### src/rtl/pc_sequencer.sv
// Multi-cycle LEGv8 fetch/execute sequencer: owns the PC, steps each instruction
// through FETCH..WRITEBACK with memory ready handshakes, and resolves branches at retire.
module pc_sequencer #(
  parameter logic [63:0] RESET_PC = 64'h0
) (
  input  logic        CLK,
  input  logic        Reset,
  input  logic        Halt,
  output logic        IMemReq,
  output logic [63:0] IMemAddr,
  input  logic        IMemReady,
  input  logic [31:0] Instruction,
  output logic [31:0] InstrReg,
  input  logic        Branch,
  input  logic        Uncondbranch,
  input  logic        MemRead,
  input  logic        MemWrite,
  input  logic        RegWrite,
  input  logic        ALUZero,
  input  logic [63:0] SignExtImm64,
  output logic        DMemReq,
  input  logic        DMemReady,
  output logic        RegWriteEn,
  output logic [63:0] CurrentPC,
  output logic [2:0]  State,
  output logic [31:0] InstrCount
);

  localparam logic [2:0] S_IDLE      = 3'd0;
  localparam logic [2:0] S_FETCH     = 3'd1;
  localparam logic [2:0] S_DECODE    = 3'd2;
  localparam logic [2:0] S_EXECUTE   = 3'd3;
  localparam logic [2:0] S_MEMORY    = 3'd4;
  localparam logic [2:0] S_WRITEBACK = 3'd5;

  logic [2:0]  state_q, state_d;
  logic [63:0] pc_q, pc_d;
  logic [31:0] instr_q, instr_d;
  logic [31:0] count_q, count_d;
  logic        taken_q, taken_d;
  logic [63:0] target_q, target_d;
  logic        reg_wr_q, reg_wr_d;

  logic        retire_s;
  logic [2:0]  retire_state_s;
  logic        exec_taken_s;
  logic [63:0] exec_target_s;
  logic        taken_s;
  logic [63:0] target_s;

  assign exec_taken_s   = Uncondbranch | (Branch & ALUZero);
  assign exec_target_s  = pc_q + {SignExtImm64[61:0], 2'b00};
  assign retire_state_s = Halt ? S_IDLE : S_FETCH;

  // A branch-class instruction retires out of EXECUTE, before its decision is latched.
  assign taken_s  = (state_q == S_EXECUTE) ? exec_taken_s  : taken_q;
  assign target_s = (state_q == S_EXECUTE) ? exec_target_s : target_q;

  // State register and all sequencer state; Reset aborts any instruction in flight.
  always_ff @(posedge CLK or posedge Reset) begin
    if (Reset) begin
      state_q  <= S_IDLE;
      pc_q     <= RESET_PC;
      instr_q  <= 32'd0;
      count_q  <= 32'd0;
      taken_q  <= 1'b0;
      target_q <= 64'd0;
      reg_wr_q <= 1'b0;
    end else begin
      state_q  <= state_d;
      pc_q     <= pc_d;
      instr_q  <= instr_d;
      count_q  <= count_d;
      taken_q  <= taken_d;
      target_q <= target_d;
      reg_wr_q <= reg_wr_d;
    end
  end

  // Next-state logic; retire_s marks the edge that leaves an instruction's last state.
  always_comb begin
    state_d  = state_q;
    retire_s = 1'b0;
    case (state_q)
      S_IDLE: begin
        if (!Halt) begin
          state_d = S_FETCH;
        end else begin
          state_d = S_IDLE;
        end
      end
      S_FETCH: begin
        if (IMemReady) begin
          state_d = S_DECODE;
        end else begin
          state_d = S_FETCH;
        end
      end
      S_DECODE: begin
        state_d = S_EXECUTE;
      end
      S_EXECUTE: begin
        if (MemRead | MemWrite) begin
          state_d = S_MEMORY;
        end else if (RegWrite) begin
          state_d = S_WRITEBACK;
        end else begin
          state_d  = retire_state_s;
          retire_s = 1'b1;
        end
      end
      S_MEMORY: begin
        if (!DMemReady) begin
          state_d = S_MEMORY;
        end else if (reg_wr_q) begin
          state_d = S_WRITEBACK;
        end else begin
          state_d  = retire_state_s;
          retire_s = 1'b1;
        end
      end
      S_WRITEBACK: begin
        state_d  = retire_state_s;
        retire_s = 1'b1;
      end
      default: begin
        state_d = S_IDLE;
      end
    endcase
  end

  // Datapath next values: instruction latch, EXECUTE decode capture, retire PC/count update.
  always_comb begin
    pc_d     = pc_q;
    instr_d  = instr_q;
    count_d  = count_q;
    taken_d  = taken_q;
    target_d = target_q;
    reg_wr_d = reg_wr_q;
    if ((state_q == S_FETCH) && IMemReady) begin
      instr_d = Instruction;
    end else begin
      instr_d = instr_q;
    end
    if (state_q == S_EXECUTE) begin
      taken_d  = exec_taken_s;
      target_d = exec_target_s;
      reg_wr_d = RegWrite;
    end else begin
      taken_d  = taken_q;
      target_d = target_q;
      reg_wr_d = reg_wr_q;
    end
    if (retire_s) begin
      pc_d    = taken_s ? target_s : (pc_q + 64'd4);
      count_d = count_q + 32'd1;
    end else begin
      pc_d    = pc_q;
      count_d = count_q;
    end
  end

  // Moore strobes decoded from the state register only.
  always_comb begin
    IMemReq    = 1'b0;
    DMemReq    = 1'b0;
    RegWriteEn = 1'b0;
    case (state_q)
      S_FETCH:     IMemReq    = 1'b1;
      S_MEMORY:    DMemReq    = 1'b1;
      S_WRITEBACK: RegWriteEn = 1'b1;
      default: begin
        IMemReq    = 1'b0;
        DMemReq    = 1'b0;
        RegWriteEn = 1'b0;
      end
    endcase
  end

  assign IMemAddr   = pc_q;
  assign CurrentPC  = pc_q;
  assign InstrReg   = instr_q;
  assign State      = state_q;
  assign InstrCount = count_q;

endmodule

### config.mk
export PLATFORM = sky130hd
export DESIGN_NAME = pc_sequencer
export DESIGN_NICKNAME = d
export VERILOG_FILES = /design/src/rtl/pc_sequencer.sv
export SDC_FILE = /design/constraint.sdc
export NUM_CORES = 1
export LEC_CHECK = 0
export BUFFER_PORTS_ARGS = -buffer_cell sky130_fd_sc_hd__buf_4
export CAP_MARGIN = 20
export CORE_MARGIN = 5
export CORE_UTILIZATION = 40
export DETAILED_ROUTE_END_ITERATION = 10
export HOLD_SLACK_MARGIN = 0.05
export REMOVE_ABC_BUFFERS = 1
export SYNTH_ARGS = -nofsm -noshare
export SYNTH_HDL_FRONTEND = slang
export SYNTH_SLANG_ARGS = --single-unit
### constraint.sdc
create_clock -name CLK -period 7.65 [get_ports CLK]
set_input_delay 1.53 -clock CLK [delete_from_list [all_inputs] [get_ports CLK]]
set_output_delay 1.53 -clock CLK [all_outputs]
set_load 0.005 [all_outputs]
== Yosys cells after proc, flatten, opt, wreduce, memory -nomap -nowiden ==
Index checks and enable logic that the tools add are counted.

* Flip-flop bits (word level): 197
* Bits of input ports: 107
* Output and inout bits: 198
* Word-level logic and storage cells: 39

* Add/subtract/negate cells: 3
* Eq/ne operators: 5
* Muxes and demuxes: 18
* Bitwise logic cells: 3
* Reduce and logical (&&, ||, !) cells: 3

{| class="wikitable"
|+ Operator list
! cell !! number
|-
| $mux 64 || 2
|-
| $add 64x3->64 const B || 1
|-
| $add 64x64->64 || 1
|-
| $add 32x1->32 const B || 1
|-
| $pmux 3 s5 || 1
|-
| $mux 3 || 4
|-
| $mux 1 || 9
|-
| $eq 3x2->1 const B || 2
|-
| $eq 3x3->1 const B || 2
|-
| $eq 3x1->1 const B || 1
|-
| $logic_not 3->1 || 1
|-
| $pmux 1 s3 || 1
|-
| $mux 2 || 1
|-
| $or 1x1->1 || 2
|-
| $reduce_or 2->1 || 1
|-
| $and 1x1->1 || 1
|-
| $logic_and 1x1->1 || 1
|}

== Longest topological paths before layout ==
Gate-level depths: netlist of run 1.

* Depth after elaboration: 4
* Depth in mapped cells: 12
* Gate-level depth less buffers: 12

== Worst setup path before layout of run 1 ==
OpenSTA, ideal clock, no wires.

* Path kind: input-to-reg
* Start point: in SignExtImm64[0]
* End point: reg pc_q[56], in the netlist CurrentPC[56]
* Arrival time: 4120 ps
* Slack: 3405 ps
* Cell stages on the path: 12
* Path buffers: 0
* Cell sequence: ha_1 > fa_1 > a21o_1 > a221oi_1 > o21ai_0 > a311o_1 > a21oi_2 > o22ai_1 > a21boi_0 > xor2_1 > o21ai_0 > mux2_2

* Longest elaborated chain between the ends: 3

{| class="wikitable"
|+ RTL lines
! what !! line !! RTL
|-
| start: declaration || 20 || <nowiki>input logic [63:0] SignExtImm64,</nowiki>
|-
| $add 64x64->64 || 52 || <nowiki>assign exec_target_s = pc_q + {SignExtImm64[61:0], 2'b00};</nowiki>
|-
| $mux 64 || n/a ||
|-
| $mux 64 || 155 || <nowiki>pc_d = taken_s ? target_s : (pc_q + 64'd4);</nowiki>
|-
| end signal: assignment || 71 || <nowiki>pc_q <= pc_d;</nowiki>
|-
| end: declaration || 37 || <nowiki>logic [63:0] pc_q, pc_d;</nowiki>
|}

No other way between the ends.
A chain may end at the register's enable or synchronous reset.

== Worst setup path in the final report of run 1 ==
Ends and elaborated chain as after synthesis.

==> metrics.md, run 1 <==
| Metric | Value |
|---|---|
| Setup Fix Bufs, Post-CTS | `0` |
| Final WL | `37.6 mm` |
| Metal-1 WL | `16.9 mm` |
| Finished Layout Cells | `2,060` |
| Status | `complete, no violations` |
| Num CTS Buffers | `17` |
| Global-route wire length before repair | `60.8 mm` |
| Met3 WL | `1.74 mm` |
| Tcrit/Tclk final | `61.7%` |
| Met2 routed WL | `18.2 mm` |
| Measured slew at the worst slew-check pin | `1.10 ns` |
| Total number of vias | `11,200` |
| Synth top area cells | `dfrtp_1 (39%), nand2_1 (6.4%), ha_1 (6.2%), o21ai_0 (5.1%), xnor2_1 (4.9%)` |
| Max Clock Freq | `212 MHz` |
| Layout cells sized above 1 | `24.4%` |
| Avg Cell Area, Syn | `8.86 um2` |
| Critical Path RT | `7.99 ns` |
| DR top layer | `met4` |
| Horiz. Die Dim | `189 um` |
| Post-synthesis cell area | `0.0128 mm2` |
| FF+latch count, synth | `197` |
| Hold Fails Final Rpt | `0` |
| Final setup TNS | `0 ns` |
| Antenna-violating nets left | `0` |
| CTS tree | `built` |
| DRC errors left | `0` |
| Initial antenna violation count | `0` |
| Synth area leader | `dfrtp_1` |
| Skew-Pair Late Insertion Delay | `0.45 ns` |
| Post-route setup slack | `2.93 ns` |
| Worst Path Arrival | `5.05 ns` |
| First-pass DRT Iterations | `5` |
| Cell Rows | `65` |
| Critical path class | `input pin to flip-flop` |
| Io pins | `305` |
| Fillers | `3,051` |
| Crit-path cells | `buf_4 > ha_1 > fa_1 > a21o_1 > a221oi_1 > o21ai_0 > a311o_1 > a21oi_2 > o22ai_1 > a21boi_0 > xor2_1 > o21ai_0 > mux2_2` |
| Total track usage | `21.0%` |
| Post-synth EDFFs | `0` |
| Clock Skew | `0.0129 ns` |
| Most frequent cell after synthesis | `nand2_1` |
| Worst Path Buf+Inv | `1` |
| Via density | `5.44` |
| DP Worst Slack | `2.50 ns` |
| Dpl hpwl | `28.3 mm` |
| Initial Utilization | `40.4%` |
| Main synth FF type | `dfrtp_1` |
| H-tree levels | `4` |
| Die Span Y | `189 um` |
| Area fraction of the dominant cell type after synthesis | `38.6%` |
| Iter 0 DRT Violations | `832` |
| Vias in the first global route | `11,200` |
| CTS Hold Buffers Added | `0` |
| Peak VDD IR | `0.195 mV` |
| CTS sink cnt | `197` |
| Relative slew slack | `26.5%` |
| Pins Over Slew Limit | `0` |
| Placed cells | `2,029` |
| Pwr dens | `392 mW/mm2` |
| Ys async rst share | `100%` |
| RSZ-0062 raised after global routing | `no` |
| Delay-heaviest family, CP | `compound AO/OA/AOI/OAI gates` |
| Max stage delay on crit path | `0.42 ns` |
| YS warnings | `0` |
| P_leak | `0.00731 uW` |
| CTS max path bufs | `2` |
| WHS | `0.462 ns` |
| Worst-path maximum fanout | `4` |
| Ant. Diodes | `0` |
| Syn-to-layout area delta | `21.5%` |
| Synth top cells by count | `nand2_1 (217), dfrtp_1 (197), o21ai_0 (130)` |
| # port buffers | `302` |
| Core area | `0.0316 mm2` |
| Max capacitance violation total | `0` |
| Worst Setup End Kind | `flip-flop` |
| CTS root buffer | `clkbuf_16` |
| Seq/Total Area, Yosys | `38.6%` |
| Die area | `0.0356 mm2` |
| Number of gates resized after cts | `0` |
| Reg clk slew, reported paths | `0.07 ns` |
| Congestion Overflow GR | `0` |
| NumNets Final | `1,817` |
| Largest net degree at the start of global routing | `89` |
| Distinct cell type count of the synthesized netlist | `71` |
| Post-Synthesis Cells | `1,440` |
| WL per Instance | `18.2 um` |
| RD Place Congestion | `0.897` |
| Fin crit period | `4.72 ns` |
| Startpoint types | `input pin` |
| Min-Delay Path Class | `flip-flop to flip-flop` |
| Crit-path most repeated cell | `o21ai_0` |
| Critical path's slowest cell | `a311o_1` |
| Final setup viols | `0` |
[placed cells by master (no fill, tap or decap), types with 7 or more instances in the layout]
cell / instances
o21bai_1: 13
xnor2_1: 72
nand2_1: 217
or3_1: 9
and2_1: 11
a21oi_1: 84
buf_4: 313
dfrtp_1: 197
nand2b_1: 9
ha_1: 63
mux2_2: 40
nand3_1: 54
a31oi_1: 15
a211oi_1: 7
inv_1: 15
and3_1: 29
nor3_1: 12
a21o_1: 41
clkbuf_16: 17
o21a_1: 8
nor2_1: 89
o21ai_0: 130
nand4_1: 36
and4_1: 11
xor2_1: 66
[power by group]
group | internal [uW] | total (uW) | switching (uW)
combinational | 1540 | 3250 | 1720
sequential | 1470 | 1910 | 442
clock | 487 | 916 | 429
total | 3490 | 6080 | 2590
[worst paths after layout]
| kind | to | slack [ns] | depth (start not counted) | from |
|---|---|---|---|---|
| worst max-delay path | CurrentPC[56] | 2.93 | 13 | SignExtImm64[0] |
| worst min-delay path | target_q[47] | 0.46 | 2 | target_q[47] |
| worst max register to register | CurrentPC[56] | 3.61 | 12 | CurrentPC[2] |
| worst min register to register | target_q[47] | 0.46 | 2 | target_q[47] |
| max in group asynchronous | target_q[22] | 5.23 | 3 | Reset |
| min in group asynchronous | CurrentPC[63] | 1.17 | 2 | Reset |
[per-layer routing]
layer	vias to the layer above	global-route usage, %
met4	0	6.17
met5	-	0
met1	5399	28.4
met3	45	3.09
met2	329	35.0
li1	5438	-
[worst register-to-register path, stage by stage, from the launching register on]
cell and delay, ns:
dfrtp_1 0.47, ha_1 0.26, fa_1 0.41, a21o_1 0.23
a221oi_1 0.39, o21ai_0 0.29, a311o_1 0.42, a21oi_2 0.33
o22ai_1 0.27, a21boi_0 0.28, xor2_1 0.16, o21ai_0 0.11
mux2_2 0.29
[registers in the layout, summed over array words and instances (netlist names)]
name and count:
InstrCount 32, target_q 64, taken_q 1, CurrentPC 64, InstrReg 32, State 3, reg_wr_q 1
[area by class of cell]
cell class	count	area (um2)	share of cell area (%)
clock inverters	13	146	0.944
repair buffers	313	2350	15.2
well taps	402	503	3.24
multi-input cells	1100	7070	45.6
inverters	17	71.3	0.460
clock buffers	18	429	2.77
flip-flops and latches	197	4930	31.8
[metrics by stage]
stage          cell area (um2)  total power (uW)  util (%)
4_1_cts                  15500              6120      49.1
2_1_floorplan            12000              3840         -
3_3_place_gp             14900              5120      47.3
6_report                 15500              6080      49.1
3_5_place_dp             14900              5170      47.3
5_1_grt                  15500              6590      49.1
[logic make-up after synthesis]
logic type      share of synthesized area, %
buf+inv                                 6.12
simple gates                            18.3
flops                                   38.6
mux                                     3.69
fa+ha+maj                               6.33
compound gates                          17.4
xor+xnor                                9.47
(Power assumes the default switching activity.)
==> inputs of run 2 (changes only) <==
Clock period 7.65 ns to 4.4 ns, I/O delays scaled along.
==> run 2 against run 1 <==
Flip-flop and latch count is the same. Wire length grew 0.25%. Power grew 74%. Critical endpoint unchanged. Via count shrank 0.95%. Combinational power grew 78%. Utilization grew 0.47 points. Register-to-register slack lost 3.0 ns. Critical path type unchanged. Clock skew grew 0.0025 ns. Clock-buffer cell count grew 1. Critical path depth grew 1.
==> metrics.md, run 2 (same netlist as run 1, synthesis figures left out) <==
| Metric | Value |
|---|---|
| Status | `complete, no violations` |
| Num CTS Buffers | `17` |
| Setup Fix Bufs, Post-CTS | `0` |
| Max Clock Freq | `262 MHz` |
| Number of gates resized after cts | `0` |
| Post-DP Area | `0.0151 mm2` |
| DRC errors left | `0` |
| Worst Path Arrival | `4.15 ns` |
| CTS root buffer | `clkbuf_16` |
| Layout cells sized above 1 | `25.2%` |
| Critical Path RT | `4.73 ns` |
| Congestion Overflow GR | `0` |
| H-tree levels | `4` |
| Initial antenna violation count | `0` |
| Relative slew slack | `54.7%` |
| Horiz. Die Dim | `189 um` |
| First-pass DRT Iterations | `5` |
| NumNets Final | `1,836` |
| WL per Instance | `18.1 um` |
| Power Total | `10,600 uW` |
| Leading cell type in the layout, fill and taps excluded | `buf_4` |
| Hold Fails Final Rpt | `0` |
| Iter 0 DRT Violations | `731` |
| Startpoint types | `input pin` |
| Met2 Use GR | `35.0%` |
| Final WL | `37.7 mm` |
| Io pins | `305` |
| RD Place Congestion | `0.915` |
| Tcrit/Tclk final | `86.6%` |
| CTS sink cnt | `197` |
| Placed cells | `2,047` |
| Die area | `0.0356 mm2` |
| Most used routing layer in global routing | `met2` |
| Antenna-violating nets left | `0` |
| Measured slew at the worst slew-check pin | `0.677 ns` |
| Finished Layout Cells | `2,080` |
| Final setup viols | `0` |
| Dpl hpwl | `28.4 mm` |
| Initial Utilization | `40.4%` |
| Final instance area | `0.0157 mm2` |
| Worst-path maximum fanout | `3` |
| Skew-Pair Late Insertion Delay | `0.46 ns` |
| Global-route wire length before repair | `60.7 mm` |
| # port buffers | `302` |
| Syn-to-layout area delta | `22.6%` |
| Total number of vias | `11,100` |
| Ant. Diodes | `0` |
| Largest net degree at the start of global routing | `141` |
| Worst Setup End Kind | `flip-flop` |
| Peak VDD IR | `0.372 mV` |
| Critical path class | `input pin to flip-flop` |
| Max capacitance violation total | `0` |
| Met3 GRT Util | `2.98%` |
| Commonest non-fill, non-tap cells in the layout | `buf_4 (330), nand2_1 (217), dfrtp_1 (197)` |
| Cell Rows | `65` |
| RSZ-0062 raised after global routing | `no` |
| CTS max path bufs | `2` |
| Core area | `0.0316 mm2` |
| Pins Over Slew Limit | `0` |
| CTS Hold Buffers Added | `0` |
| CTS tree | `built` |
| Pwr dens | `677 mW/mm2` |
| WHS | `0.374 ns` |
| Reg clk slew, reported paths | `0.07 ns` |
| Min-Delay Path Class | `input pin to async pin` |
| Die Span Y | `189 um` |
| GR Layer Usage met1 | `28.5%` |
| Vias in the first global route | `11,200` |
| P_leak | `0.00739 uW` |
| Fin crit period | `3.81 ns` |
| Final setup TNS | `0 ns` |
| Clock Skew | `0.0153 ns` |
| Total track usage | `20.9%` |
| Via density | `5.34` |
==> run 2: changes by cell type in the layout (fill, tap and decap cells not counted) <==
cell / previous run / this run
buf_12: 0 / 1
buf_16: 0 / 1
buf_4: 313 / 330
bufinv_16: 2 / 0
clkbuf_1: 1 / 2
clkinv_2: 4 / 2
clkinv_4: 1 / 4
clkinv_8: 0 / 1
inv_6: 4 / 5
inv_8: 3 / 2
==> run 2: worst paths after layout <==
path                            startpoint             to  slack [ns]  cells past startpoint
max                        SignExtImm64[0]  CurrentPC[56]        0.59                     14
min                                  Reset  CurrentPC[62]        0.37                      2
min reg2reg                   target_q[60]   target_q[60]        0.47                      2
max reg2reg                   CurrentPC[2]  CurrentPC[56]        0.61                     13
max in group asynchronous            Reset    target_q[2]        2.74                      4
min in group CLK              target_q[60]   target_q[60]        0.47                      2
==> run 2: per-stage QoR <==
step                utilization, %  worst slack [ns]
global placement              47.8             0.160
CTS                           49.5             0.570
global route                  49.6             0.399
finish                        49.6             0.590
floorplan                        -             -1.85
detailed placement            47.8            0.0948
==> run 2: cell type report <==
type	count	area, um2
fill	3106	15900
multi-input combinational	1100	7070
sequential	197	4930
timing repair buffer	332	2520
tap	402	503
clock buffer	19	433
clock inverter	13	116
inverter	17	71.3
==> run 2: critical path, stage by stage <==
cell and delay, ns:
buf_4 0.11, ha_1 0.22, fa_1 0.41, a21o_1 0.21
a221oi_1 0.24, buf_4 0.17, o21ai_0 0.17, a311o_1 0.41
a21oi_2 0.26, o22ai_1 0.23, a21boi_0 0.26, xor2_1 0.16
o21ai_0 0.11, mux2_2 0.30
==> run 2: power breakdown <==
group	leakage, uW	switching, uW	total, uW	internal [uW]
clock network	0.000272	761	1500	743
registers	0.00244	774	3320	2550
logic	0.00468	3020	5770	2750
==> run 2: routing by layer <==
layer	share of wire [%]	up-vias
li1	-	5463
met2	49	257
met3	3.7	38
met1	46	5347
met5	0	-
met4	1.5	0
==> inputs of run 3 (changes only) <==
Settings changed: CORE_MARGIN 5 to unset.
==> run 3 against run 2 <==
Clock power increased by 9%. Clock-buffer cell count decreased by 1. Fmax is 1.1% lower. Critical path depth shrank 1. Largest power group unchanged. Highest routed layer unchanged.
==> metrics.md, run 3 (same netlist as run 1, synthesis figures left out) <==
| Metric | Value |
|---|---|
| Hold Fails Final Rpt | `0` |
| Min-Delay Path Class | `flip-flop to flip-flop` |
| DRC errors left | `0` |
| Max capacitance violation total | `0` |
| Leading cell type in the layout, fill and taps excluded | `buf_4` |
| Horiz. Die Dim | `181 um` |
| Crit-path most repeated cell | `o21ai_0` |
| Critical path's slowest cell | `a311o_1` |
| Max stage delay on crit path | `0.42 ns` |
| CTS root buffer | `clkbuf_16` |
| P_leak | `0.00740 uW` |
| Worst Setup End Kind | `flip-flop` |
| Vias in the first global route | `10,900` |
| Worst Path Buf+Inv | `1` |
| Congestion Overflow GR | `0` |
| Critical path class | `input pin to flip-flop` |
| Reg clk slew, reported paths | `0.07 ns` |
| Status | `complete, no violations` |
| CTS Hold Buffers Added | `0` |
| WL per Instance | `17.4 um` |
| NumNets Final | `1,831` |
| H-tree levels | `4` |
| First-pass DRT Iterations | `5` |
| Commonest non-fill, non-tap cells in the layout | `buf_4 (324), nand2_1 (217), dfrtp_1 (197)` |
| Finished Layout Cells | `2,075` |
| Dpl hpwl | `27.0 mm` |
| Die area | `0.0326 mm2` |
| Max Clock Freq | `260 MHz` |
| Number of gates resized after cts | `0` |
| Pwr dens | `681 mW/mm2` |
| Syn-to-layout area delta | `23.0%` |
| Layout cells sized above 1 | `25.1%` |
| Setup Fix Bufs, Post-CTS | `0` |
| Skew-Pair Late Insertion Delay | `0.46 ns` |
| CTS tree | `built` |
| Cell Rows | `65` |
| Final setup viols | `0` |
| Via density | `5.37` |
| Measured slew at the worst slew-check pin | `0.811 ns` |
| Global-route wire length before repair | `58.2 mm` |
| Iter 0 DRT Violations | `692` |
| RD Place Congestion | `0.951` |
| Largest net degree at the start of global routing | `115` |
| Final setup TNS | `0 ns` |
| CTS sink cnt | `197` |
| Clock Skew | `0.0118 ns` |
| Critical Path RT | `4.74 ns` |
| Fillers | `2,996` |
| Delay-heaviest family, CP | `compound AO/OA/AOI/OAI gates` |
| Total track usage | `22.3%` |
| Placed cells | `2,043` |
| Relative slew slack | `45.5%` |
| Initial Utilization | `40.5%` |
| Worst Path Arrival | `4.19 ns` |
| Io pins | `305` |
| Crit-path cells | `buf_4 > ha_1 > fa_1 > a21o_1 > a221oi_1 > o21ai_0 > a311o_1 > a21oi_2 > o22ai_1 > a21boi_0 > xor2_1 > o21ai_0 > mux2_2` |
| Core area | `0.0315 mm2` |
| Antenna-violating nets left | `0` |
| Total number of vias | `11,100` |
| Pins Over Slew Limit | `0` |
| Peak VDD IR | `0.343 mV` |
| Num CTS Buffers | `17` |
| Fin crit period | `3.85 ns` |
| CTS max path bufs | `2` |
| Die Span Y | `181 um` |
| Ant. Diodes | `0` |
| RSZ-0062 raised after global routing | `no` |
| Tcrit/Tclk final | `87.5%` |
| Worst-path maximum fanout | `3` |
| Initial antenna violation count | `0` |
| Startpoint types | `input pin` |
| Final WL | `36.2 mm` |
| # port buffers | `302` |
run 3: where the power goes:
part | switching, uW | total, uW | internal [uW]
Clock | 800 | 1640 | 836
Sequential | 781 | 3330 | 2550
Combinational | 2990 | 5720 | 2730
Total | 4570 | 10700 | 6120
run 3: cell type report:
type                       instances  area, um2  area share (%)
timing repair buffer             327       2490            15.9
multi-input combinational       1100       7070            45.1
clock buffer                      18        439            2.80
inverter                          17       71.3           0.454
clock inverter                    14        183            1.16
sequential                       197       4930            31.4
tap                              402        503            3.21
run 3: final timing paths:
| path | depth (start not counted) | to | slack, ns | start |
|---|---|---|---|---|
| worst min-delay path | 2 | target_q[63] | 0.47 | target_q[63] |
| worst max register to register | 12 | CurrentPC[56] | 0.57 | CurrentPC[2] |
| min in group asynchronous | 2 | InstrReg[15] | 0.55 | Reset |
| max in group asynchronous | 3 | CurrentPC[46] | 3.02 | Reset |
| worst min register to register | 2 | target_q[63] | 0.47 | target_q[63] |
| worst max-delay path | 13 | CurrentPC[56] | 0.55 | SignExtImm64[0] |
run 3: stage by stage:
stage / hold WS (ns) / utilization, % / worst slack, ns / power [uW] / instance area (um2)
2_1_floorplan: 0.432 / - / -1.85 / 6680 / 12000
3_3_place_gp: 0.446 / 47.9 / 0.0969 / 8950 / 15100
3_5_place_dp: 0.453 / 47.9 / 0.0650 / 9060 / 15100
4_1_cts: 0.472 / 49.9 / 0.548 / 10700 / 15700
5_1_grt: 0.499 / 49.9 / 0.370 / 11500 / 15700
6_report: 0.466 / 49.9 / 0.549 / 10700 / 15700
run 3: routing by layer:
metal  up-vias  global-route usage (%)  part of all wire [%]
li1       5472                       -                     -
met1      5341                    30.5                    47
met2       288                    36.5                    48
met3        45                    3.11                   3.6
met4         0                    6.67                   1.8
met5         -                       0                     0
run 3: tightest hold or removal path, stage by stage (launching register included):
cell and delay [ns]:
dfrtp_1 0.32, nand2_1 0.06, nand2_1 0.06
